**src/rtl/fast_ring_fetch.sv**
```systemverilog
// FAST ring read sequencer: fetches the center pixel and its radius-3 Bresenham ring
// through the 1-cycle-latency image SRAM read port and presents all 17 values in parallel.
module fast_ring_fetch #(
  parameter int PIXEL_DEPTH = 8,
  parameter int X_MAX       = 64,
  parameter int Y_MAX       = 64,
  parameter int XW          = $clog2(X_MAX),
  parameter int YW          = $clog2(Y_MAX)
) (
  input  logic                      clk,
  input  logic                      n_rst,
  input  logic                      start,
  input  logic [XW-1:0]             cx,
  input  logic [YW-1:0]             cy,
  output logic                      busy,
  output logic                      done,
  output logic [PIXEL_DEPTH-1:0]    center_px,
  output logic [16*PIXEL_DEPTH-1:0] ring_px,
  output logic                      border,
  output logic [XW-1:0]             x_addr,
  output logic [YW-1:0]             y_addr,
  output logic                      ren,
  output logic                      wen,
  input  logic [PIXEL_DEPTH-1:0]    rdat
);

  typedef enum logic [1:0] {ST_IDLE, ST_FETCH, ST_DRAIN, ST_DONE} state_t;

  localparam logic [XW+1:0] X_LIM = (XW+2)'(X_MAX);
  localparam logic [YW+1:0] Y_LIM = (YW+2)'(Y_MAX);

  state_t                 r_state;
  state_t                 w_state_nxt;
  logic [4:0]             r_idx;
  logic [XW-1:0]          r_cx;
  logic [YW-1:0]          r_cy;
  logic                   r_cap_pend;
  logic                   r_rd_issued;
  logic [4:0]             r_cap_idx;
  logic                   r_border;
  logic [PIXEL_DEPTH-1:0] r_center;
  logic [PIXEL_DEPTH-1:0] r_ring [16];

  logic signed [2:0]      w_dx;
  logic signed [2:0]      w_dy;
  logic [XW+1:0]          w_x;
  logic [YW+1:0]          w_y;
  logic                   w_inb;
  logic                   w_accept;
  logic [3:0]             w_slot;
  logic [PIXEL_DEPTH-1:0] w_cap_data;

  always_comb begin
    w_dx = 3'sd0;
    w_dy = 3'sd0;
    case (r_idx)
      5'd1:  begin w_dx =  3'sd0; w_dy = -3'sd3; end
      5'd2:  begin w_dx =  3'sd1; w_dy = -3'sd3; end
      5'd3:  begin w_dx =  3'sd2; w_dy = -3'sd2; end
      5'd4:  begin w_dx =  3'sd3; w_dy = -3'sd1; end
      5'd5:  begin w_dx =  3'sd3; w_dy =  3'sd0; end
      5'd6:  begin w_dx =  3'sd3; w_dy =  3'sd1; end
      5'd7:  begin w_dx =  3'sd2; w_dy =  3'sd2; end
      5'd8:  begin w_dx =  3'sd1; w_dy =  3'sd3; end
      5'd9:  begin w_dx =  3'sd0; w_dy =  3'sd3; end
      5'd10: begin w_dx = -3'sd1; w_dy =  3'sd3; end
      5'd11: begin w_dx = -3'sd2; w_dy =  3'sd2; end
      5'd12: begin w_dx = -3'sd3; w_dy =  3'sd1; end
      5'd13: begin w_dx = -3'sd3; w_dy =  3'sd0; end
      5'd14: begin w_dx = -3'sd3; w_dy = -3'sd1; end
      5'd15: begin w_dx = -3'sd2; w_dy = -3'sd2; end
      5'd16: begin w_dx = -3'sd1; w_dy = -3'sd3; end
      default: ;
    endcase
  end

  // Two guard bits make a negative coordinate wrap to a large unsigned value,
  // so a single unsigned compare against the image size covers both edges.
  assign w_x   = {2'b00, r_cx} + {{(XW-1){w_dx[2]}}, w_dx};
  assign w_y   = {2'b00, r_cy} + {{(YW-1){w_dy[2]}}, w_dy};
  assign w_inb = (w_x < X_LIM) && (w_y < Y_LIM);

  // NOTE: state registers use non-blocking assignment so every flop samples pre-edge values.
  always_ff @(posedge clk or negedge n_rst) begin
    if (!n_rst) r_state <= ST_IDLE;
    else        r_state <= w_state_nxt;
  end

  // The done cycle also samples start so back-to-back fetches run every 19 cycles.
  always_comb begin
    // NOTE: every output is defaulted first so no path through the case infers a latch.
    w_state_nxt = r_state;
    w_accept    = 1'b0;
    busy        = 1'b0;
    done        = 1'b0;
    ren         = 1'b0;
    x_addr      = '0;
    y_addr      = '0;
    case (r_state)
      ST_IDLE: begin
        if (start) begin
          w_accept    = 1'b1;
          w_state_nxt = ST_FETCH;
        end
      end
      ST_FETCH: begin
        busy   = 1'b1;
        ren    = w_inb;
        x_addr = w_inb ? w_x[XW-1:0] : r_cx;
        y_addr = w_inb ? w_y[YW-1:0] : r_cy;
        if (r_idx == 5'd16) w_state_nxt = ST_DRAIN;
      end
      ST_DRAIN: begin
        busy        = 1'b1;
        w_state_nxt = ST_DONE;
      end
      ST_DONE: begin
        busy        = 1'b1;
        done        = 1'b1;
        w_state_nxt = ST_IDLE;
        if (start) begin
          w_accept    = 1'b1;
          w_state_nxt = ST_FETCH;
        end
      end
      default: w_state_nxt = ST_IDLE;
    endcase
  end

  assign w_slot     = 4'(r_cap_idx - 5'd1);
  assign w_cap_data = r_rd_issued ? rdat : '0;

  always_ff @(posedge clk or negedge n_rst) begin
    if (!n_rst) begin
      r_idx       <= '0;
      r_cx        <= '0;
      r_cy        <= '0;
      r_cap_pend  <= 1'b0;
      r_rd_issued <= 1'b0;
      r_cap_idx   <= '0;
      r_border    <= 1'b0;
      r_center    <= '0;
      // NOTE: the slot bank is reset like any flop because its value is visible on ring_px.
      for (int k = 0; k < 16; k++) r_ring[k] <= '0;
    end else begin
      r_cap_pend  <= (r_state == ST_FETCH);
      r_rd_issued <= ren;
      r_cap_idx   <= r_idx;
      if (r_state == ST_FETCH) begin
        r_idx <= r_idx + 5'd1;
        if (!w_inb) r_border <= 1'b1;
      end
      if (r_cap_pend) begin
        if (r_cap_idx == 5'd0) r_center       <= w_cap_data;
        else                   r_ring[w_slot] <= w_cap_data;
      end
      if (w_accept) begin
        r_cx     <= cx;
        r_cy     <= cy;
        r_idx    <= '0;
        r_border <= 1'b0;
        r_center <= '0;
        for (int k = 0; k < 16; k++) r_ring[k] <= '0;
      end
    end
  end

  always_comb begin
    ring_px = '0;
    for (int k = 0; k < 16; k++) ring_px[k*PIXEL_DEPTH +: PIXEL_DEPTH] = r_ring[k];
  end

  assign center_px = r_center;
  assign border    = r_border;
  assign wen       = 1'b0;

endmodule
```
**config.mk**
```make
export PLATFORM = sky130hd
export DESIGN_NAME = fast_ring_fetch
export DESIGN_NICKNAME = d
export VERILOG_FILES = /design/src/rtl/fast_ring_fetch.sv
export SDC_FILE = /design/constraint.sdc
export NUM_CORES = 1
export LEC_CHECK = 0
export CORE_MARGIN = 3
export CORE_UTILIZATION = 50
export CTS_CLUSTER_SIZE = 30
export DETAILED_ROUTE_END_ITERATION = 10
export PLACE_DENSITY = 0.81
export SETUP_SLACK_MARGIN = 0.15
export SLEW_MARGIN = 10
export SYNTH_ARGS = -nofsm -noshare
export SYNTH_HDL_FRONTEND = slang
export SYNTH_SLANG_ARGS = --single-unit
```
**constraint.sdc**
```tcl
create_clock -name clk -period 6.2 [get_ports clk]
set_clock_uncertainty 0.15 [all_clocks]
set_input_delay 1.24 -clock clk [delete_from_list [all_inputs] [get_ports clk]]
set_output_delay 1.24 -clock clk [all_outputs]
set_load 0.05 [all_outputs]
```
# [Word-level counts from Yosys, hierarchy flattened]
# Cells that the tools add are included.
[word_totals] reg_bits=163 input_bits=23 output_inout_bits=153 word_cells=112
[op_classes] add_sub_neg=4 order_cmp=4 eq_ne=23 muxes=30 bitwise_logic=1 reduce_logical=25
[op_table] operator="two-way mux 128 bit" n=3
[op_table] operator="bitwise mux 128 bit" n=1
[op_table] operator="== test 5 x 4 -> 1 bit (second input constant)" n=8
[op_table] operator="two-way mux 8 bit" n=5
[op_table] operator="one-hot mux 3 bit (6 select lines)" n=2
[op_table] operator="demux 8 bit (select 4 bit)" n=1
[op_table] operator="two-way mux 6 bit" n=4
[op_table] operator="== test 5 x 3 -> 1 bit (second input constant)" n=4
[op_table] operator="OR reduction 2 bit" n=9
[op_table] operator="adder 7 x 3 -> 8 bit" n=2
[op_table] operator="less-than comparator 8 x 7 -> 1 bit (second input constant)" n=2
[op_table] operator="OR reduction 3 bit" n=5
[op_table] operator="== test 5 x 2 -> 1 bit (second input constant)" n=2
[op_table] operator="two-way mux 5 bit" n=2
[op_table] operator="two-way mux 1 bit" n=9
[op_table] operator="one-hot mux 2 bit (4 select lines)" n=1
[op_table] operator="AND reduction 2 bit" n=4
[op_table] operator="!= test 2 bit (second input constant)" n=3
[op_table] operator="nonzero test 2 bit" n=3
[op_table] operator="adder 5 x 1 -> 5 bit (second input constant)" n=1
[op_table] operator="== test 5 x 1 -> 1 bit (second input constant)" n=1
[op_table] operator="== test 5 bit (second input constant)" n=1
[op_table] operator=">= comparator 5 bit (second input constant)" n=1
[op_table] operator="logical NOT 5 bit" n=1
[op_table] operator="other kinds (9)" n=12

# [Longest topological paths before layout]
# Gate-level depths: netlist of the first run.
[depth] depth_word=10 ltp_mapped=15 depth_no_buf=13

# [Worst setup path before layout of the first run]
# OpenSTA, ideal clock, no wires.
[synth_path] kind="reg-to-output" from="register r_idx[0]" to="output port x_addr[0]" arrival_time_ps=4085 required_ps=4810 setup_slack_ps=725 path_stages_with_launch=15 path_buffers=2 path_cell_list="dfrtp_1 -> ha_1 -> and3_1 -> ha_1 -> a311oi_1 -> nand2_1 -> fa_1 -> a211o_1 -> a211oi_1 -> a221oi_1 -> mux2_4 -> and2_4 -> buf_6 -> buf_6 -> mux2i_1"
[synth_via] elab_chain_cells=8 elab_cells_between_ends=37 classes_between="add/sub: 2; order compare: 2; eq/ne: 16; mux: 4; reduce/logical: 13"
[synth_rtl] element="from (decl)" line_no="34" source="logic [4:0] r_idx;"
[synth_rtl] element="from (signal assigned)" line_no="150" source="r_idx <= r_idx + 5'd1;"
[synth_rtl] element="== test 5 x 4 -> 1 bit (tied with other cells)" line_no="56" source="case (r_idx)"
[synth_rtl] element="OR reduction 3 bit (no source line) / OR reduction 2 bit (equally long branches)"
[synth_rtl] element="one-hot mux 3 bit (6 select lines)" line_no="56"
[synth_rtl] element="adder 7 x 3 -> 8 bit, on equally long branches" line_no="79, 80"
[synth_rtl] element="less-than comparator 8 x 7 -> 1 bit" line_no="81" source="assign w_inb = (w_x < X_LIM) && (w_y < Y_LIM);"
[synth_rtl] element="logical AND 1 bit" line_no="81"
[synth_rtl] element="two-way mux 6 bit *" line_no="109" source="x_addr = w_inb ? w_x[XW-1:0] : r_cx;"
[synth_rtl] element="two-way mux 6 bit *" line_no="99" source="case (r_state)"
[synth_rtl] element="to (decl)" line_no="20" source="output logic [XW-1:0] x_addr,"
# Mark *: on every way between the ends. The rest lies on a longest branch, timed or not.

# [Worst setup path in the final report of the first run]
[layout_path] from="register r_idx[0]" to="output port y_addr[2]"
[layout_via] elab_chain_cells=8 elab_cells_between_ends=37 classes_between="add/sub: 2; order compare: 2; eq/ne: 16; mux: 4; reduce/logical: 13"
[layout_rtl] element="== test 5 x 4 -> 1 bit (tied with other cells)" line_no="56"
[layout_rtl] element="OR reduction 3 bit (no source line) / OR reduction 2 bit (equally long branches)"
[layout_rtl] element="one-hot mux 3 bit (6 select lines)" line_no="56"
[layout_rtl] element="adder 7 x 3 -> 8 bit, on equally long branches" line_no="79, 80"
[layout_rtl] element="less-than comparator 8 x 7 -> 1 bit" line_no="81"
[layout_rtl] element="logical AND 1 bit" line_no="81"
[layout_rtl] element="two-way mux 6 bit *" line_no="110" source="y_addr = w_inb ? w_y[YW-1:0] : r_cy;"
[layout_rtl] element="two-way mux 6 bit *" line_no="99"
[layout_rtl] element="to (decl)" line_no="21" source="output logic [YW-1:0] y_addr,"
# Marks and branches as above.

==> impl_metrics.csv, run 1 <==
group,metric,value,unit
status,outcome,"completed",
flow_run,drv_cap,0,
cts,post_cts_buffers,0,
detailed_routing,drc,0,
worst_hold_path,hold_path_class,"register to register",
cts,cts_buffer_depth,2,
worst_hold_path,min-delay-start,"ring_px[97]",
synthesis,ys_warn_count,0,
synthesis,synth_area,7130,um^2
worst_setup_path,end_kind,"primary output",
worst_setup_path,rr_worst_depth,12,
global_routing,grt_pass1_vias,5879,
worst_setup_path,worstSetupPathType,"register to primary output",
synthesis,synthCells,725,
layout,syn_to_final_growth,33.3,%
cts,clk_latency,0.42,ns
power,p_leak,0.00425,uW
global_routing,gr-usage-all-layers,25.3,%
worst_setup_path,rrSetupSlack,2.50,ns
placement,io_buffers,174,
sta,rsz0062_at_grt,"no",
layout,final_cell_area,9500,um^2
synthesis,synth_area_leaders,"dfrtp_1 57%, nand2_1 11%, o21ai_0 9.0%, ha_1 4.0%, a21oi_1 1.7%",
cts,root_buffer,"clkbuf_16",
floorplan,die_w,125,um
worst_setup_path,reg2reg_from,"r_idx[0]",
worst_setup_path,critPathBufInv,2,
cts,cts_htree_levels,4,
placement,gp_congestion,0.851,
floorplan,core_area,13900,um^2
sta,tightest_slew,0.980,ns
sta,hold_viol,0,
worst_setup_path,critPathTopFamily,"compound AO/OA/AOI/OAI gates",
cts,numCtsBuffers,17,
placement,place_ws,0.346,ns
power,peakVddDrop,600,uV
sta,maxSlewHeadroom,34.6,%
synthesis,netlist.area_leader.share,57.2,%
sta,max_freq,173,MHz
detailed_routing,drt-total-wl,19900,um
layout,final_cell_mix,"205 x nand2_1, 163 x dfrtp_1, 160 x clkdlybuf4s50_1",
floorplan,die_height,125,um
synthesis,synth_cell_types,54,
detailed_routing,first_pass_iters,5,
worst_setup_path,cp_slowest_cell,"fa_1",
sta,finalSetupViolCount,0,
global_routing,antenna_found_initial,0,
power,p_per_area,460,nW/um^2
sta,min_period,5.78,ns
floorplan,die_area,15700,um^2
cts,postCtsHoldBufs,0,
worst_setup_path,worstPathCellList,"inv_1 > ha_1 > mux2_2 > a31oi_2 > nand2_1 > fa_1 > a211o_1 > a211oi_1 > a221oi_2 > mux2_4 > and2_4 > o211a_1 > dlygate4sd2_1",
sta,setup_ws,0.416,ns
worst_setup_path,cp_data_required_time,4.81,ns
worst_hold_path,hold_depth,2,
detailed_routing,vias_per_cell,5.71,
global_routing,grt_max_degree,111,
worst_setup_path,crit_fanout,13,
floorplan,fp-row-count,43,
global_routing,overflow,0,
sta,setup_tns,0,ns
global_routing,grt_pass1_wl,31500,um
placement,hpwl,13700,um
worst_setup_path,startpoint_type,"register",
synthesis,yosys_most_used_dff,"dfrtp_1",
detailed_routing,vias,6171,
layout,fill_cells,1088,
detailed_routing,ant_nets,0,
synthesis,ys_seq_area_share,57.2,%
layout,diodes,0,
layout,drive_above_1_share,5.78,%
floorplan,start_util,51.2,%
synthesis,syn_nets,773,
synthesis,syn_area_per_cell,9.84,um^2
cts,clkTransAtPathRegs,0.06,ns
sta,holdWs,0.326,ns
layout,mostFrequentLayoutCell,"nand2_1",
layout,nets,936,
detailed_routing,post_drt_wl_per_cell,18.4,um
worst_setup_path,r2r_end,"border",
floorplan,ioPinCount,176,
worst_setup_path,slowest_delay,0.48,ns
synthesis,synth-seq-cells,163,
synthesis,synth_edf_count,0,
sta,finalCritPeriodShare,93.3,%
detailed_routing,drtIter0Drc,558,
cts,cts_tree,"yes",
synthesis,yosys.area.top_type,"dfrtp_1",
sta,slew_violations,0,
worst_hold_path,whs_endpoint,"ring_px[97]",
worst_setup_path,worstPathArrival,4.39,ns
placement,placed_area,8970,um^2
cts,clock-sinks,163,
synthesis,async_flop_share,100,%
==> stage by stage <==
| stage | util, % | power (uW) | cells |
|---|---|---|---|
| 5_1_grt | 68.2 | 4630 | 1080 |
| 4_1_cts | 68.4 | 4380 | 1080 |
| 2_1_floorplan | - | 2890 | 725 |
| 3_3_place_gp | 64.4 | 3380 | 1049 |
| 3_5_place_dp | 64.4 | 3400 | 1049 |
| 6_report | 68.2 | 4370 | 1080 |
==> sequential cells by signal (all words and copies together), names as in the netlist <==
name         cells
r_idx            5
border           1
r_cap_idx        5
r_state          2
r_cy             6
r_cap_pend       1
ring_px        128
r_cx             6
r_rd_issued      1
center_px        8
==> cell families after synthesis <==
logic type	share of synthesized area [%]
flip-flops	57.2
multiplexers	1.84
adder cells (fa/ha/maj)	4.60
other	0.0526
AND/OR/NAND/NOR	15.1
buffers and inverters	3.21
AO/OA/AOI/OAI	16.9
XOR/XNOR	1.11
==> metal layers <==
layer  vias to the layer above  part of all wire, %  GRT usage [%]
met5                         -                    0              0
met4                         0                  2.9           10.1
met3                        51                  6.4           5.30
met2                       262                   49           41.2
met1                      3044                   42           33.3
li1                       2814                    -              -
==> report_power, final <==
| group | leakage [uW] | internal [uW] | switching [uW] |
|---|---|---|---|
| Clock | 0.000275 | 614 | 404 |
| Sequential | 0.00224 | 1160 | 108 |
| Combinational | 0.00174 | 665 | 1420 |
| Total | 0.00425 | 2440 | 1930 |
==> worst reg2reg max path: cells and delay by family, from the launching register on <==
family | cells | cell delay, ns
AOI/OAI and AO/OA | 5 | 1.16
adders and majority gates | 2 | 0.77
muxes | 2 | 0.60
DFF | 1 | 0.46
and+or+nand+nor | 2 | 0.39
buffers and inverters | 1 | 0.10
==> final cells by class <==
type,count,area [um^2],area share (%)
clock buffers,24,472,4.96
flip-flops and latches,163,4080,42.9
well taps,180,225,2.37
multi-input cells,510,2840,29.9
inverters,18,67.6,0.711
clock inverters,7,98.8,1.04
repair buffers,178,1720,18.1
==> repair_timing <==
item	in CTS	in global routing
gates cloned	0	0
gates resized for setup	12	22
setup endpoints to repair	12	13
==> worst max path at each step <==
stage                        start        end  slack [ns]  depth (start not counted)
final                     r_idx[0]  y_addr[2]        0.42                         13
after global routing      r_idx[0]  y_addr[2]        0.18                         14
after CTS                 r_idx[0]  x_addr[0]        0.19                         13
after detailed placement  r_idx[0]  x_addr[0]        0.35                         13
after global placement    r_idx[0]  x_addr[1]        0.50                         13
after floorplan           r_idx[0]  x_addr[0]        0.72                         14
==> cell usage after synthesis, types with 2 or more instances <==
library cell and instances:
o21ai_0 128, buf_6 2, a41oi_1 2, a32o_1 8, nand2_1 205, xnor2_1 8
nand3_1 19, o2111a_1 2, o211a_1 2, nand4_1 4, ha_1 23, buf_4 2
a211oi_1 7, buf_2 9, a21o_1 4, nor2_4 2, o221ai_1 2, o21ai_1 3
a31oi_1 8, a211o_1 2, buf_1 3, and3_1 4, o21a_1 3, mux2_4 2
clkbuf_1 18, nor2b_1 6, fa_1 2, a21oi_1 24, dfrtp_1 163, inv_1 18
nor2_1 9, mux2i_1 9
Power figures use the tool's default switching activity.
==> run 2, diff against run 1 <==
--- a/config.mk
+++ b/config.mk
@@ -5,6 +5,7 @@
 export SDC_FILE = /design/constraint.sdc
 export NUM_CORES = 1
 export LEC_CHECK = 0
+export CAP_MARGIN = 10
 export CORE_MARGIN = 3
 export CORE_UTILIZATION = 50
 export CTS_CLUSTER_SIZE = 30
==> results of run 2 <==
Final layout, timing and power as in run 1 (identical DEF).
==> run 3, diff against run 2 <==
--- a/config.mk
+++ b/config.mk
@@ -5,12 +5,13 @@
 export SDC_FILE = /design/constraint.sdc
 export NUM_CORES = 1
 export LEC_CHECK = 0
+export ABC_AREA = 1
 export CAP_MARGIN = 10
 export CORE_MARGIN = 3
 export CORE_UTILIZATION = 50
 export CTS_CLUSTER_SIZE = 30
 export DETAILED_ROUTE_END_ITERATION = 10
-export PLACE_DENSITY = 0.81
+export PLACE_DENSITY = 0.8
 export SETUP_SLACK_MARGIN = 0.15
 export SLEW_MARGIN = 10
 export SYNTH_ARGS = -nofsm -noshare
==> impl_metrics.csv, run 3 <==
group,metric,value,unit
synthesis,yosys_most_used_dff,"dfrtp_1",
floorplan,die_w,127,um
sta,setup_tns,0,ns
sta,max_freq,182,MHz
floorplan,die_height,127,um
synthesis,synth_edf_count,0,
synthesis,synth_area_leaders,"dfrtp_1 56%, o22ai_1 11%, inv_1 8.7%, nand2_1 5.8%, ha_1 3.9%",
synthesis,netlist.area_leader.share,55.6,%
synthesis,ys_seq_area_share,55.6,%
worst_setup_path,end_kind,"primary output",
global_routing,grt_pass1_vias,5993,
sta,hold_viol,0,
cts,cts_tree,"yes",
placement,place_ws,0.824,ns
power,power_switching,1980,uW
floorplan,start_util,52.1,%
detailed_routing,vias,6266,
cts,clkTransAtPathRegs,0.06,ns
sta,setup_ws,0.692,ns
sta,rsz0062_at_grt,"no",
synthesis,synth.cells.most_frequent,"170 x inv_1, 163 x dfrtp_1, 130 x o22ai_1, 113 x nand2_1, 33 x nand3_1",
synthesis,async_flop_share,100,%
layout,diodes,0,
worst_setup_path,startpoint_type,"register",
synthesis,synth-seq-cells,163,
power,p_seq_share,29.5,%
layout,mostFrequentLayoutCell,"inv_1",
detailed_routing,post_drt_wl_per_cell,17.6,um
floorplan,core_area,14100,um^2
synthesis,yosys.area.top_type,"dfrtp_1",
layout,drive_above_1_share,5.50,%
worst_setup_path,slowest_delay,0.43,ns
synthesis,syn_area_per_cell,9.33,um^2
global_routing,antenna_found_initial,0,
cts,numCtsBuffers,17,
worst_hold_path,hold_path_class,"register to register",
synthesis,synthCells,786,
synthesis,synth_area,7340,um^2
power,p_leak,0.00453,uW
worst_setup_path,worstPathArrival,4.12,ns
layout,utilization,69.0,%
layout,final_cell_mix,"170 x inv_1, 163 x dfrtp_1, 160 x clkdlybuf4s50_1",
cts,cts-resized-gates,0,
power,power.internal,2420,uW
sta,maxSlewHeadroom,32.3,%
placement,gp_congestion,0.870,
worst_setup_path,crit_fanout,7,
worst_setup_path,crit_top_cell,"nand2_1",
sta,finalSetupViolCount,0,
power,peakVddDrop,482,uV
cts,postCtsHoldBufs,0,
sta,slew_violations,0,
power,p_per_area,451,nW/um^2
worst_setup_path,cp_slowest_cell,"dlymetal6s2s_1",
global_routing,grt_pass1_wl,31900,um
detailed_routing,drtIter0Drc,602,
detailed_routing,vias_per_cell,5.48,
sta,holdWs,0.298,ns
synthesis,synth_cell_types,34,
layout,largest_reg_flops,128,
detailed_routing,ant_nets,0,
floorplan,fp-row-count,43,
detailed_routing,drc,0,
worst_setup_path,worstSetupPathType,"register to primary output",
detailed_routing,first_pass_iters,5,
sta,min_period,5.51,ns
cts,cts_htree_levels,4,
cts,cts_buffer_depth,2,
placement,hpwl,13800,um
floorplan,ioPinCount,176,
synthesis,yosysMostFrequentCell,"inv_1",
layout,syn_to_final_growth,32.6,%
global_routing,gr-usage-all-layers,25.2,%
sta,tightest_slew,1.01,ns
placement,io_buffers,174,
synthesis,syn_nets,834,
cts,clk_latency,0.42,ns
cts,root_buffer,"clkbuf_16",
global_routing,overflow,0,
flow_run,drv_cap,0,
power,pwr-share-comb,47.3,%
worst_setup_path,cp_data_required_time,4.81,ns
cts,post_cts_buffers,0,
sta,finalCritPeriodShare,88.8,%
power,power.share.clock,23.2,%
layout,nets,1000,
detailed_routing,drt-total-wl,20100,um
global_routing,grt_max_degree,110,
synthesis,ys_warn_count,0,
worst_setup_path,worstPathCellList,"ha_1 > inv_1 > nor2_1 > ha_1 > inv_1 > nand2_1 > nor2_1 > nand2_1 > ha_1 > nand2_1 > nand2_1 > a21oi_1 > nand2_1 > nor2_1 > nor2_1 > nor2_1 > nand3_1 > inv_1 > nand2_1 > nand2_1 > dlymetal6s2s_1",
status,outcome,"completed",
cts,clock-sinks,163,
power,p_sw_share,45.0,%
floorplan,die_area,16200,um^2
-- run 3: changes by cell type in the layout (fill, tap and decap cells not counted), sizes merged, moves of 6 or more --
cell | previous run | this run
inv | 19 | 176
a21oi | 24 | 14
nor2 | 11 | 32
mux2i | 9 | 0
o21ai | 131 | 33
o22ai | 1 | 130
nand2 | 205 | 118
nor2b | 6 | 0
a31oi | 9 | 0
nand3 | 19 | 33
dlymetal6s2s | 1 | 13
a32o | 8 | 0
nand4 | 4 | 12
clkbuf | 34 | 23
-- run 3: cell families after synthesis --
family	share of synthesized area [%]
buffers and inverters	11.6
xor gates and xnor gates	0.955
AOI/OAI and AO/OA	15.3
adders and majority gates	4.47
and+or+nand+nor	12.0
other	0.0511
DFF	55.6
-- run 3: power by group through the flow --
stage	Sequential (uW)	Clock, uW	Combinational, uW
after global routing	1310	1080	2270
after floorplan	1370	0	1450
after global placement	1310	0	2040
after CTS	1290	1030	2080
after detailed placement	1310	0	2060
final	1290	1020	2080
-- run 3: path summary, 6_finish.rpt --
check                         start      endpoint  cells past startpoint  slack, ns
setup / recovery           r_idx[0]     x_addr[1]                     21       0.69
hold / removal             r_idx[1]  r_cap_idx[1]                      0       0.30
setup reg to reg           r_idx[0]        border                     19       2.76
hold reg to reg            r_idx[1]  r_cap_idx[1]                      0       0.30
max in group asynchronous     n_rst  ring_px[124]                      2       3.83
min in group asynchronous     n_rst   ring_px[56]                      1       0.79
-- run 3: layout make-up --
cell class	instances	area [um^2]
Inverter	175	659
Fill cell	1059	4370
Tap cell	180	225
Timing Repair Buffer	176	1790
Clock buffer	23	468
Multi-Input combinational cell	419	2410
Sequential cell	163	4080
Clock inverter	8	101
-- run 3: critical path, delay by kind of cell, from the launching register on --
family	cells	cell delay [ns]
AOI/OAI and AO/OA	1	0.14
buffers and inverters	4	0.85
DFF	1	0.42
and+or+nand+nor	13	1.44
adders and majority gates	3	0.85
-- run 3: metrics by stage --
step / instances / area [um^2] / total power, uW
finish: 1144 / 9730 / 4390
global route: 1144 / 9730 / 4660
CTS: 1144 / 9700 / 4400
detailed placement: 1113 / 9130 / 3370
global placement: 1113 / 9130 / 3350
floorplan: 786 / 7340 / 2820
-- run 3: metal layers --
layer,share of wire [%],track usage (%)
met2,49,40.3
met4,2.5,9.27
met5,0,0
met3,6.5,4.35
met1,42,34.8
